File: src/rtl/jk_ff_controller.sv
// jk_ff_controller: sequences a J/K flip-flop from Basys3 switches and a button.
// The switches pick the J/K command and a debounced button press arms it.
// The command then reaches the flip-flop for exactly one clk cycle, right after a slow tick.
// Optional feature: define JK_AUTO_SEQ_EN to add the auto_en port.
// That port replays a fixed command sequence on every tick while the FSM is idle.
module jk_ff_controller #(
  parameter int DEBOUNCE_CYCLES = 1_000_000,
  parameter int TICK_DIV        = 50_000_000,
  parameter int CNT_W           = 8
) (
  input  logic             clk,
  input  logic             rst,
  input  logic             sw_j,
  input  logic             sw_k,
  input  logic             btn_go,
`ifdef JK_AUTO_SEQ_EN
  input  logic             auto_en,
`endif
  output logic             jk_j,
  output logic             jk_k,
  output logic             busy,
  output logic             tick,
  output logic [CNT_W-1:0] cmd_count
);

  localparam int DB_W = (DEBOUNCE_CYCLES > 1) ? $clog2(DEBOUNCE_CYCLES) : 1;
  localparam int TK_W = $clog2(TICK_DIV);
  localparam logic [DB_W-1:0] DB_LAST = DB_W'(DEBOUNCE_CYCLES - 1);
  localparam logic [TK_W-1:0] TK_LAST = TK_W'(TICK_DIV - 1);

  typedef enum logic [1:0] {S_IDLE, S_ARM, S_APPLY, S_RELEASE} state_t;

  logic [1:0]       sync_j_q, sync_j_d;
  logic [1:0]       sync_k_q, sync_k_d;
  logic [1:0]       sync_btn_q, sync_btn_d;
  logic [DB_W-1:0]  db_cnt_q, db_cnt_d;
  logic             stable_q, stable_d;
  logic             stable_prev_q, stable_prev_d;
  logic [TK_W-1:0]  div_q, div_d;
  state_t           state_q, state_d;
  logic [1:0]       cmd_q, cmd_d;
  logic [1:0]       jk_q, jk_d;
  logic [CNT_W-1:0] count_q, count_d;
  logic             press;
  logic             tick_w;

`ifdef JK_AUTO_SEQ_EN
  logic [1:0] sync_auto_q, sync_auto_d;
  logic [2:0] seq_idx_q, seq_idx_d;

  function automatic logic [1:0] seq_entry(input logic [2:0] idx);
    case (idx)
      3'd0:    seq_entry = 2'b10;
      3'd1:    seq_entry = 2'b01;
      3'd2:    seq_entry = 2'b11;
      3'd3:    seq_entry = 2'b11;
      default: seq_entry = 2'b00;
    endcase
  endfunction
`endif

  // A press is the first cycle in which the debounced level reads high.
  assign press     = stable_q & ~stable_prev_q;
  assign tick_w    = (div_q == TK_LAST);
  assign tick      = tick_w;
  assign busy      = (state_q != S_IDLE);
  assign jk_j      = jk_q[1];
  assign jk_k      = jk_q[0];
  assign cmd_count = count_q;

  // Next-state logic: input conditioning, tick divider and the command FSM.
  always_comb begin
    sync_j_d      = {sync_j_q[0], sw_j};
    sync_k_d      = {sync_k_q[0], sw_k};
    sync_btn_d    = {sync_btn_q[0], btn_go};
    db_cnt_d      = db_cnt_q;
    stable_d      = stable_q;
    stable_prev_d = stable_q;
    div_d         = tick_w ? '0 : div_q + TK_W'(1);
    state_d       = state_q;
    cmd_d         = cmd_q;
    count_d       = count_q;
`ifdef JK_AUTO_SEQ_EN
    sync_auto_d   = {sync_auto_q[0], auto_en};
    seq_idx_d     = sync_auto_q[1] ? seq_idx_q : 3'd0;
`endif

    if (sync_btn_q[1] == stable_q) begin
      db_cnt_d = '0;
    end else if (db_cnt_q == DB_LAST) begin
      stable_d = sync_btn_q[1];
      db_cnt_d = '0;
    end else begin
      db_cnt_d = db_cnt_q + DB_W'(1);
    end

    case (state_q)
      S_IDLE: begin
`ifdef JK_AUTO_SEQ_EN
        if (sync_auto_q[1]) begin
          if (tick_w) begin
            cmd_d     = seq_entry(seq_idx_q);
            seq_idx_d = (seq_idx_q == 3'd4) ? 3'd0 : seq_idx_q + 3'd1;
            state_d   = S_APPLY;
          end
        end else
`endif
        if (press) begin
          cmd_d   = {sync_j_q[1], sync_k_q[1]};
          state_d = S_ARM;
        end
      end
      S_ARM: begin
        if (tick_w) state_d = S_APPLY;
      end
      S_APPLY: begin
        count_d = count_q + CNT_W'(1);
        state_d = S_RELEASE;
      end
      S_RELEASE: begin
        if (!stable_q) state_d = S_IDLE;
      end
      default: state_d = S_IDLE;
    endcase

    jk_d = (state_d == S_APPLY) ? cmd_d : 2'b00;
  end

  // State registers, all cleared by the asynchronous reset.
  always_ff @(posedge clk or posedge rst) begin
    if (rst) begin
      sync_j_q      <= '0;
      sync_k_q      <= '0;
      sync_btn_q    <= '0;
      db_cnt_q      <= '0;
      stable_q      <= 1'b0;
      stable_prev_q <= 1'b0;
      div_q         <= '0;
      state_q       <= S_IDLE;
      cmd_q         <= 2'b00;
      jk_q          <= 2'b00;
      count_q       <= '0;
`ifdef JK_AUTO_SEQ_EN
      sync_auto_q   <= '0;
      seq_idx_q     <= 3'd0;
`endif
    end else begin
      sync_j_q      <= sync_j_d;
      sync_k_q      <= sync_k_d;
      sync_btn_q    <= sync_btn_d;
      db_cnt_q      <= db_cnt_d;
      stable_q      <= stable_d;
      stable_prev_q <= stable_prev_d;
      div_q         <= div_d;
      state_q       <= state_d;
      cmd_q         <= cmd_d;
      jk_q          <= jk_d;
      count_q       <= count_d;
`ifdef JK_AUTO_SEQ_EN
      sync_auto_q   <= sync_auto_d;
      seq_idx_q     <= seq_idx_d;
`endif
    end
  end

endmodule

File: config.mk
export PLATFORM = sky130hd
export DESIGN_NAME = jk_ff_controller
export DESIGN_NICKNAME = d
export VERILOG_FILES = /design/src/rtl/jk_ff_controller.sv
export SDC_FILE = /design/constraint.sdc
export NUM_CORES = 1
export LEC_CHECK = 0
export ABC_CLOCK_PERIOD_IN_PS = 3400
export CAP_MARGIN = 15
export CORE_MARGIN = 8
export CORE_UTILIZATION = 30
export CTS_BUF_LIST = sky130_fd_sc_hd__clkbuf_2 sky130_fd_sc_hd__clkbuf_4 sky130_fd_sc_hd__clkbuf_8
export DETAILED_ROUTE_END_ITERATION = 7
export PLACE_DENSITY_LB_ADDON = 0.12
export SLEW_MARGIN = 20
export SYNTH_ARGS = -nofsm -noshare
export SYNTH_HDL_FRONTEND = slang
export SYNTH_SLANG_ARGS = --single-unit
File: constraint.sdc
create_clock -name clk -period 3.4 [get_ports clk]
set_input_delay 1.02 -clock clk [delete_from_list [all_inputs] [get_ports clk]]
set_output_delay 1.02 -clock clk [all_outputs]
set_load 0.02 [all_outputs]
# Word level (Yosys, flattened, before mapping)
# Cells that the tools add are included.
[word_totals]
ff_bits = 68
in_bits = 5
out_inout_bits = 12
elab_cells = 37
[op_classes]
n_addsub = 3
n_eq_ne = 7
mux = 10
n_bitwise = 3
n_reduce_logical = 3
[op_table]
columns = ["cell", "count"]
rows = [
  ["20-bit 2-to-1 mux", 2],
  ["26-bit by 1-bit adder with 26-bit output (second input constant)", 1],
  ["26-bit equality test (second input constant)", 1],
  ["26-bit 2-to-1 mux", 1],
  ["20-bit by 1-bit adder with 20-bit output (second input constant)", 1],
  ["20-bit equality test (second input constant)", 1],
  ["2-bit 2-to-1 mux", 6],
  ["8-bit by 1-bit adder with 8-bit output (second input constant)", 1],
  ["2-bit one-hot mux with 4 select lines", 1],
  ["2-bit equality test (second input constant)", 3],
  ["2-bit by 1-bit equality test with 1-bit output (second input constant)", 1],
  ["2-bit zero test", 1],
  ["1-bit NOT", 2],
  ["2-bit AND reduction", 1],
  ["2-bit nonzero test", 1],
  ["1-bit bitwise AND", 1],
  ["1-bit equality test", 1],
]

# Depth between registers and ports, before layout
# Gate-level depths: netlist (run 1).
[logic_depth]
depth_word = 6
depth_mapped = 6
depth_no_buf = 5

# Worst setup path after synthesis (run 1)
# No wires, ideal clock.
[synth_path]
path_kind = "reg-to-output"
startpoint = "register div_q[0]"
endpoint = "output tick"
arrival_ns = 1.702
required_time_ns = 2.380
setup_slack_ns = 0.678
path_stages_with_launch = 6
n_path_buf = 1
cell_sequence = "dfrtp_1 ha_1 nand3_1 or4b_1 nor3_1 buf_2"
[synth_between]
elab_chain_cells = 1
[synth_lines]
columns = ["item", "line", "text"]
rows = [
  ["start, declared", "39", "logic [TK_W-1:0] div_q, div_d;"],
  ["start signal, assigned", "154", "div_q <= div_d;"],
  ["26-bit equality test", "64", "assign tick_w = (div_q == TK_LAST);"],
  ["end, declared", "22", "output logic tick,"],
]
# No other way between the ends.

# Worst setup path in the final report (run 1)
# Same ends and word-level chain as after synthesis.

==> flow_metrics.tcl, run 1 <==
set metrics [dict create \
    ys_types 37 \
    synth_flop_cell "dfrtp_1" \
    drive_gt1_frac 0.113 \
    max_freq_mhz 312 \
    setup_violations 0 \
    h-tree-depth 3 \
    drc 0 \
    seqCellArea_um2 1700 \
    finalHoldViolCount 0 \
    fin_setup_tns_ps 0 \
    cts_hold_buf 0 \
    synthSimpleGateAreaFrac 0.246 \
    fin_crit_sh 0.943 \
    die-area_um2 13900 \
    synth_top_family_by_area "simple AND/OR/NAND/NOR gates" \
    clockRootBuffer "clkbuf_8" \
    synth_warnings 0 \
    grt_setup_unrepaired "no" \
    seq_area_frac_synth 0.545 \
    wire_per_inst_um 13.6 \
    rows 37 \
    area_growth_pct 18.6 \
    drtPass1Iterations 4 \
    grt_pass1_wl_um 10900 \
    min_period_ps 3210 \
    p_per_area_nw_per_um2 435 \
    fp.dieH_um 118 \
    fillers 1004 \
    maxSlewViolCount 0 \
    critPathRequiredTime_ps 2380 \
    ir_drop_mv 0.227 \
    tightest_slew_ps 830 \
    worstSetupPathType "reg -> out" \
    synth_fa_ha_area_frac 0.0120 \
    nNetsFinal 322 \
    core_area_um2 10200 \
    antenna_found_initial 0 \
    max_cap_violations 0 \
    start_util 0.305 \
    end_kind "output port" \
    synth_seq_cells 68 \
    arrival_ps 2190 \
    dpl.hpwl_um 4280 \
    status "finished clean" \
    portBuffers 16 \
    async_flop_share 1.00 \
    slew_headroom 0.441 \
    min_path_type "reg -> reg" \
    antennaDiodeCount 0 \
    synth.avg_cell_area_um2 10.7 \
    fin_util 0.362 \
    routed_wl_um 6210 \
    post_drt_via_cell_ratio 4.81 \
    cts.path.max_buffers 2 \
    ant_nets 0 \
    grt_pass1_vias 2249 \
    synth_xor_area_frac 0.0982 \
    gp_congestion 0.728 \
    synth.net_count 299 \
    io_pins 17 \
    vias 2188 \
    path_clk_slew_ps 80 \
    clk_latency_ps 340 \
    cts_buffers 9 \
    syn-instance-count 291 \
    synth_edf_count 0 \
    cts_tree "done" \
    overflow 0 \
    synth-compound-area-share 0.0625 \
    yosysTopAreaCell "dfrtp_1" \
    cp-start-kind "flop" \
    muxShareOfSynthArea 0.0144 \
    synth_area_um2 3120 \
    track_usage 0.0953 \
    dr.first_iter.drc_count 97 \
    skew_ps 9.92 \
    synth_common_cells "dfrtp_1, nor2_1, xnor2_1, nand3_1" \
    yosysMostFrequentCell "dfrtp_1" \
    p_leak_nw 1.59 \
    grt_max_degree 45 \
    die_w_um 118 \
    cts_num_sinks 68 \
    synth_top_area_share 0.545 \
    multi_input_area_um2 1360 \
    path_max_fanout 4 \
    synthTopCellsByArea "dfrtp_1, xnor2_1, xor2_1" \
]
[sequential cells by signal, indices dropped and copies added (netlist names), 2 cells and up]
| name | count |
|---|---|
| cmd_count | 8 |
| cmd_q | 2 |
| db_cnt_q | 20 |
| div_q | 26 |
| jk_q | 2 |
| state_q | 2 |
| sync_btn_q | 2 |
| sync_j_q | 2 |
| sync_k_q | 2 |
[power breakdown]
group	switching, mW	total (mW)	internal (mW)
Sequential	0.00491	0.820	0.815
Clock	0.314	0.758	0.444
Combinational	0.0230	0.0335	0.0105
[metrics by stage]
stage	hold slack (ps)	total power [mW]	worst slack (ps)	std cells	area [um2]
after floorplan	331	0.855	668	291	3120
after global placement	333	0.872	283	439	3470
after detailed placement	335	0.871	238	439	3470
after CTS	353	1.64	129	455	3700
after global routing	364	1.67	0.513	455	3700
final	351	1.61	195	455	3700
[critical path, stage by stage (launching register included)]
cell,delay (ps)
dfrtp_1,400
ha_1,220
nand3_1,120
or4b_1,550
nor3_2,190
dlygate4sd2_1,370
[final timing paths]
kind / cells past startpoint / start / slack, ps / endpoint
worst min register to register: 0 / sync_k_q[0] / 350 / sync_k_q[1]
worst max register to register: 6 / div_q[0] / 1190 / div_q[22]
worst min-delay path: 0 / sync_k_q[0] / 350 / sync_k_q[1]
max in group asynchronous: 3 / rst / 1720 / div_q[13]
worst max-delay path: 5 / div_q[0] / 190 / tick
min in group asynchronous: 2 / rst / 1050 / jk_q[0]
[kinds of logic (layout without fill, tap and decap cells)]
logic type | count (synthesis) | in the layout
compound gates | 33 | 33
xor+xnor | 35 | 35
fa+ha+maj | 3 | 3
buf+inv | 17 | 45
flops | 68 | 68
mux | 4 | 4
simple gates | 131 | 131
[cell usage in the layout, fill, tap and decap left out, types with 6 or more instances in the layout]
cell and n:
xor2_1 14, clkdlybuf4s50_1 15, o21ai_0 10, nor2_1 27, nor4_1 7, or3_1 7, a21oi_1 14, inv_1 7
clkbuf_8 10, xnor2_1 21, or4_1 6, dfrtp_1 68, nand4_1 8, and3_1 8, nand2_1 14, nand3_1 19
[layout make-up]
class / count / area share
clock inverters: 5 / 0.0230
flip-flops and latches: 68 / 0.459
multi-input cells: 206 / 0.368
well taps: 136 / 0.0459
inverters: 8 / 0.00811
clock buffers: 11 / 0.0392
repair buffers: 21 / 0.0564
[routing by layer]
metal,wire length [um],track usage
met1,3000,0.116
met2,3000,0.158
met3,144,0.0259
met4,68,0.0360
met5,0,0
[timing repair]
action                                  in CTS  in global routing
setup buffers                                0                  0
gates resized for setup                      1                  0
endpoints found under the setup margin       1                  0
No activity file was read; power rests on OpenSTA's default activity.
==> run 2, diff against run 1 <==
--- a/config.mk
+++ b/config.mk
@@ -11,8 +11,9 @@
 export CORE_UTILIZATION = 30
 export CTS_BUF_LIST = sky130_fd_sc_hd__clkbuf_2 sky130_fd_sc_hd__clkbuf_4 sky130_fd_sc_hd__clkbuf_8
 export DETAILED_ROUTE_END_ITERATION = 7
+export DONT_BUFFER_PORTS = 1
 export PLACE_DENSITY_LB_ADDON = 0.12
-export SLEW_MARGIN = 20
 export SYNTH_ARGS = -nofsm -noshare
 export SYNTH_HDL_FRONTEND = slang
 export SYNTH_SLANG_ARGS = --single-unit
+export TNS_END_PERCENT = 1
==> run 2 against run 1 <==
- first-iteration DRC count fell by 35%
- wire length fell by 2.3%
- cell area is 4.0% lower
- global-route usage about the same
- critical path depth stayed put
- worst setup slack improved by 81 ps
- die area unchanged
- via count is 3.6% lower
- sequential power about the same
- combinational power fell by 13%
- critical path type unchanged
- largest power group is now clock
==> flow_metrics.tcl, run 2 (synthesis gave the netlist of run 1 again) <==
set metrics [dict create \
    clk_latency_ps 340 \
    ir_drop_mv 0.258 \
    post_drt_via_cell_ratio 4.82 \
    path_max_fanout 10 \
    min_path_type "reg -> reg" \
    die_w_um 118 \
    die-area_um2 13900 \
    fin_hold_ws_ps 353 \
    largest_register_ff_count 26 \
    final_cell_mix "dfrtp_1, nor2_1, xnor2_1, nand3_1" \
    drtPass1Iterations 4 \
    grt_max_degree 36 \
    cts_buffers 9 \
    track_usage 0.0953 \
    io_pins 17 \
    path_clk_slew_ps 70 \
    ant_nets 0 \
    finalHoldViolCount 0 \
    cts_num_sinks 68 \
    slew_headroom 0.425 \
    crit_slowest_cell "or4b_1" \
    min_period_ps 3120 \
    routed_wl_um 6070 \
    critPathTopFamily "simple AND/OR/NAND/NOR gates" \
    rows 37 \
    fin_setup_tns_ps 0 \
    core_area_um2 10200 \
    critPathRequiredTime_ps 2380 \
    antennaDiodeCount 0 \
    fin_crit_sh 0.919 \
    cts-resized-gates 0 \
    mostFrequentLayoutCell "dfrtp_1" \
    p_leak_nw 1.54 \
    nNetsFinal 305 \
    dpl.hpwl_um 4280 \
    setup_violations 0 \
    portBuffers 0 \
    cp-start-kind "flop" \
    arrival_ps 2100 \
    worstSetupPathType "reg -> out" \
    skew_ps 11.0 \
    max_freq_mhz 320 \
    slowest_delay_ps 590 \
    status "finished clean" \
    path_buf_inv 1 \
    cts_tree "done" \
    drive_gt1_frac 0.116 \
    antenna_found_initial 0 \
    clockRootBuffer "clkbuf_8" \
    cts_setup_buffers 0 \
    gp_congestion 0.708 \
    max_cap_violations 0 \
    maxSlewViolCount 0 \
    fp.dieH_um 118 \
    path_cells "ha_1 > nand3_1 > or4b_1 > nor3_2 > buf_4" \
    p_per_area_nw_per_um2 470 \
    dr.first_iter.drc_count 63 \
    start_util 0.305 \
    cts.path.max_buffers 2 \
    area_growth_pct 13.9 \
    regMostFlops "div_q" \
    wire_per_inst_um 13.9 \
    overflow 0 \
    tightest_slew_ps 855 \
    cts_hold_buf 0 \
    end_kind "output port" \
    h-tree-depth 3 \
    grt_pass1_vias 2202 \
    grt_pass1_wl_um 11000 \
    vias 2109 \
    grt_setup_unrepaired "no" \
    drc 0 \
]
==> run 2: changes by cell type in the layout (fill, tap and decap cells not counted), sizes merged <==
| cell | change |
|---|---|
| clkbuf | -1 |
| dlygate4sd2 | -1 |
| bufinv | +1 |
| clkdlybuf4s50 | -15 |
| buf | -1 |
==> run 2: where the power goes <==
| group | internal, mW | switching [mW] |
|---|---|---|
| logic | 0.00661 | 0.0227 |
| clock network | 0.507 | 0.314 |
| registers | 0.815 | 0.00461 |
==> run 2: final cells by class <==
class | count | area (um2)
flip-flops and latches | 68 | 1700
repair buffers | 4 | 42.5
multi-input cells | 206 | 1360
inverters | 8 | 30.0
clock buffers | 10 | 138
clock inverters | 6 | 111
well taps | 136 | 170
fillers | 1032 | 6680
==> run 2: per-layer routing <==
| layer | part of all wire | vias to the layer above | track usage |
|---|---|---|---|
| met3 | 0.028 | 4 | 0.0317 |
| met1 | 0.48 | 1042 | 0.117 |
| met5 | 0 | - | 0 |
| met4 | 0.0092 | 0 | 0.0288 |
| li1 | - | 1048 | - |
| met2 | 0.49 | 15 | 0.154 |
==> run 2: worst paths after layout <==
kind                          startpoint            end  slack, ps  cells after the start
min                        sync_btn_q[0]  sync_btn_q[1]        350                      0
min reg2reg                sync_btn_q[0]  sync_btn_q[1]        350                      0
min in group asynchronous            rst    db_cnt_q[0]        690                      1
max                             div_q[0]           tick        280                      5
max in group asynchronous            rst   db_cnt_q[19]       2060                      2
max reg2reg                     div_q[0]      div_q[22]       1330                      5
==> run 2: metrics by stage <==
stage	setup WS [ps]	power [mW]	util	cells	instance area, um2
after global routing	69.7	1.74	0.348	438	3560
final	276	1.67	0.348	438	3560
after CTS	233	1.70	0.348	438	3560
after floorplan	668	0.855	-	291	3120
after global placement	654	0.867	0.323	422	3310
after detailed placement	618	0.867	0.323	422	3310
==> run 3, diff against run 2 <==
--- a/config.mk
+++ b/config.mk
@@ -6,7 +6,7 @@
 export NUM_CORES = 1
 export LEC_CHECK = 0
 export ABC_CLOCK_PERIOD_IN_PS = 3400
-export CAP_MARGIN = 15
+export CAP_MARGIN = 10
 export CORE_MARGIN = 8
 export CORE_UTILIZATION = 30
 export CTS_BUF_LIST = sky130_fd_sc_hd__clkbuf_2 sky130_fd_sc_hd__clkbuf_4 sky130_fd_sc_hd__clkbuf_8
==> results of run 3 <==
The final DEF is identical to that of run 2; final timing and power are the same.
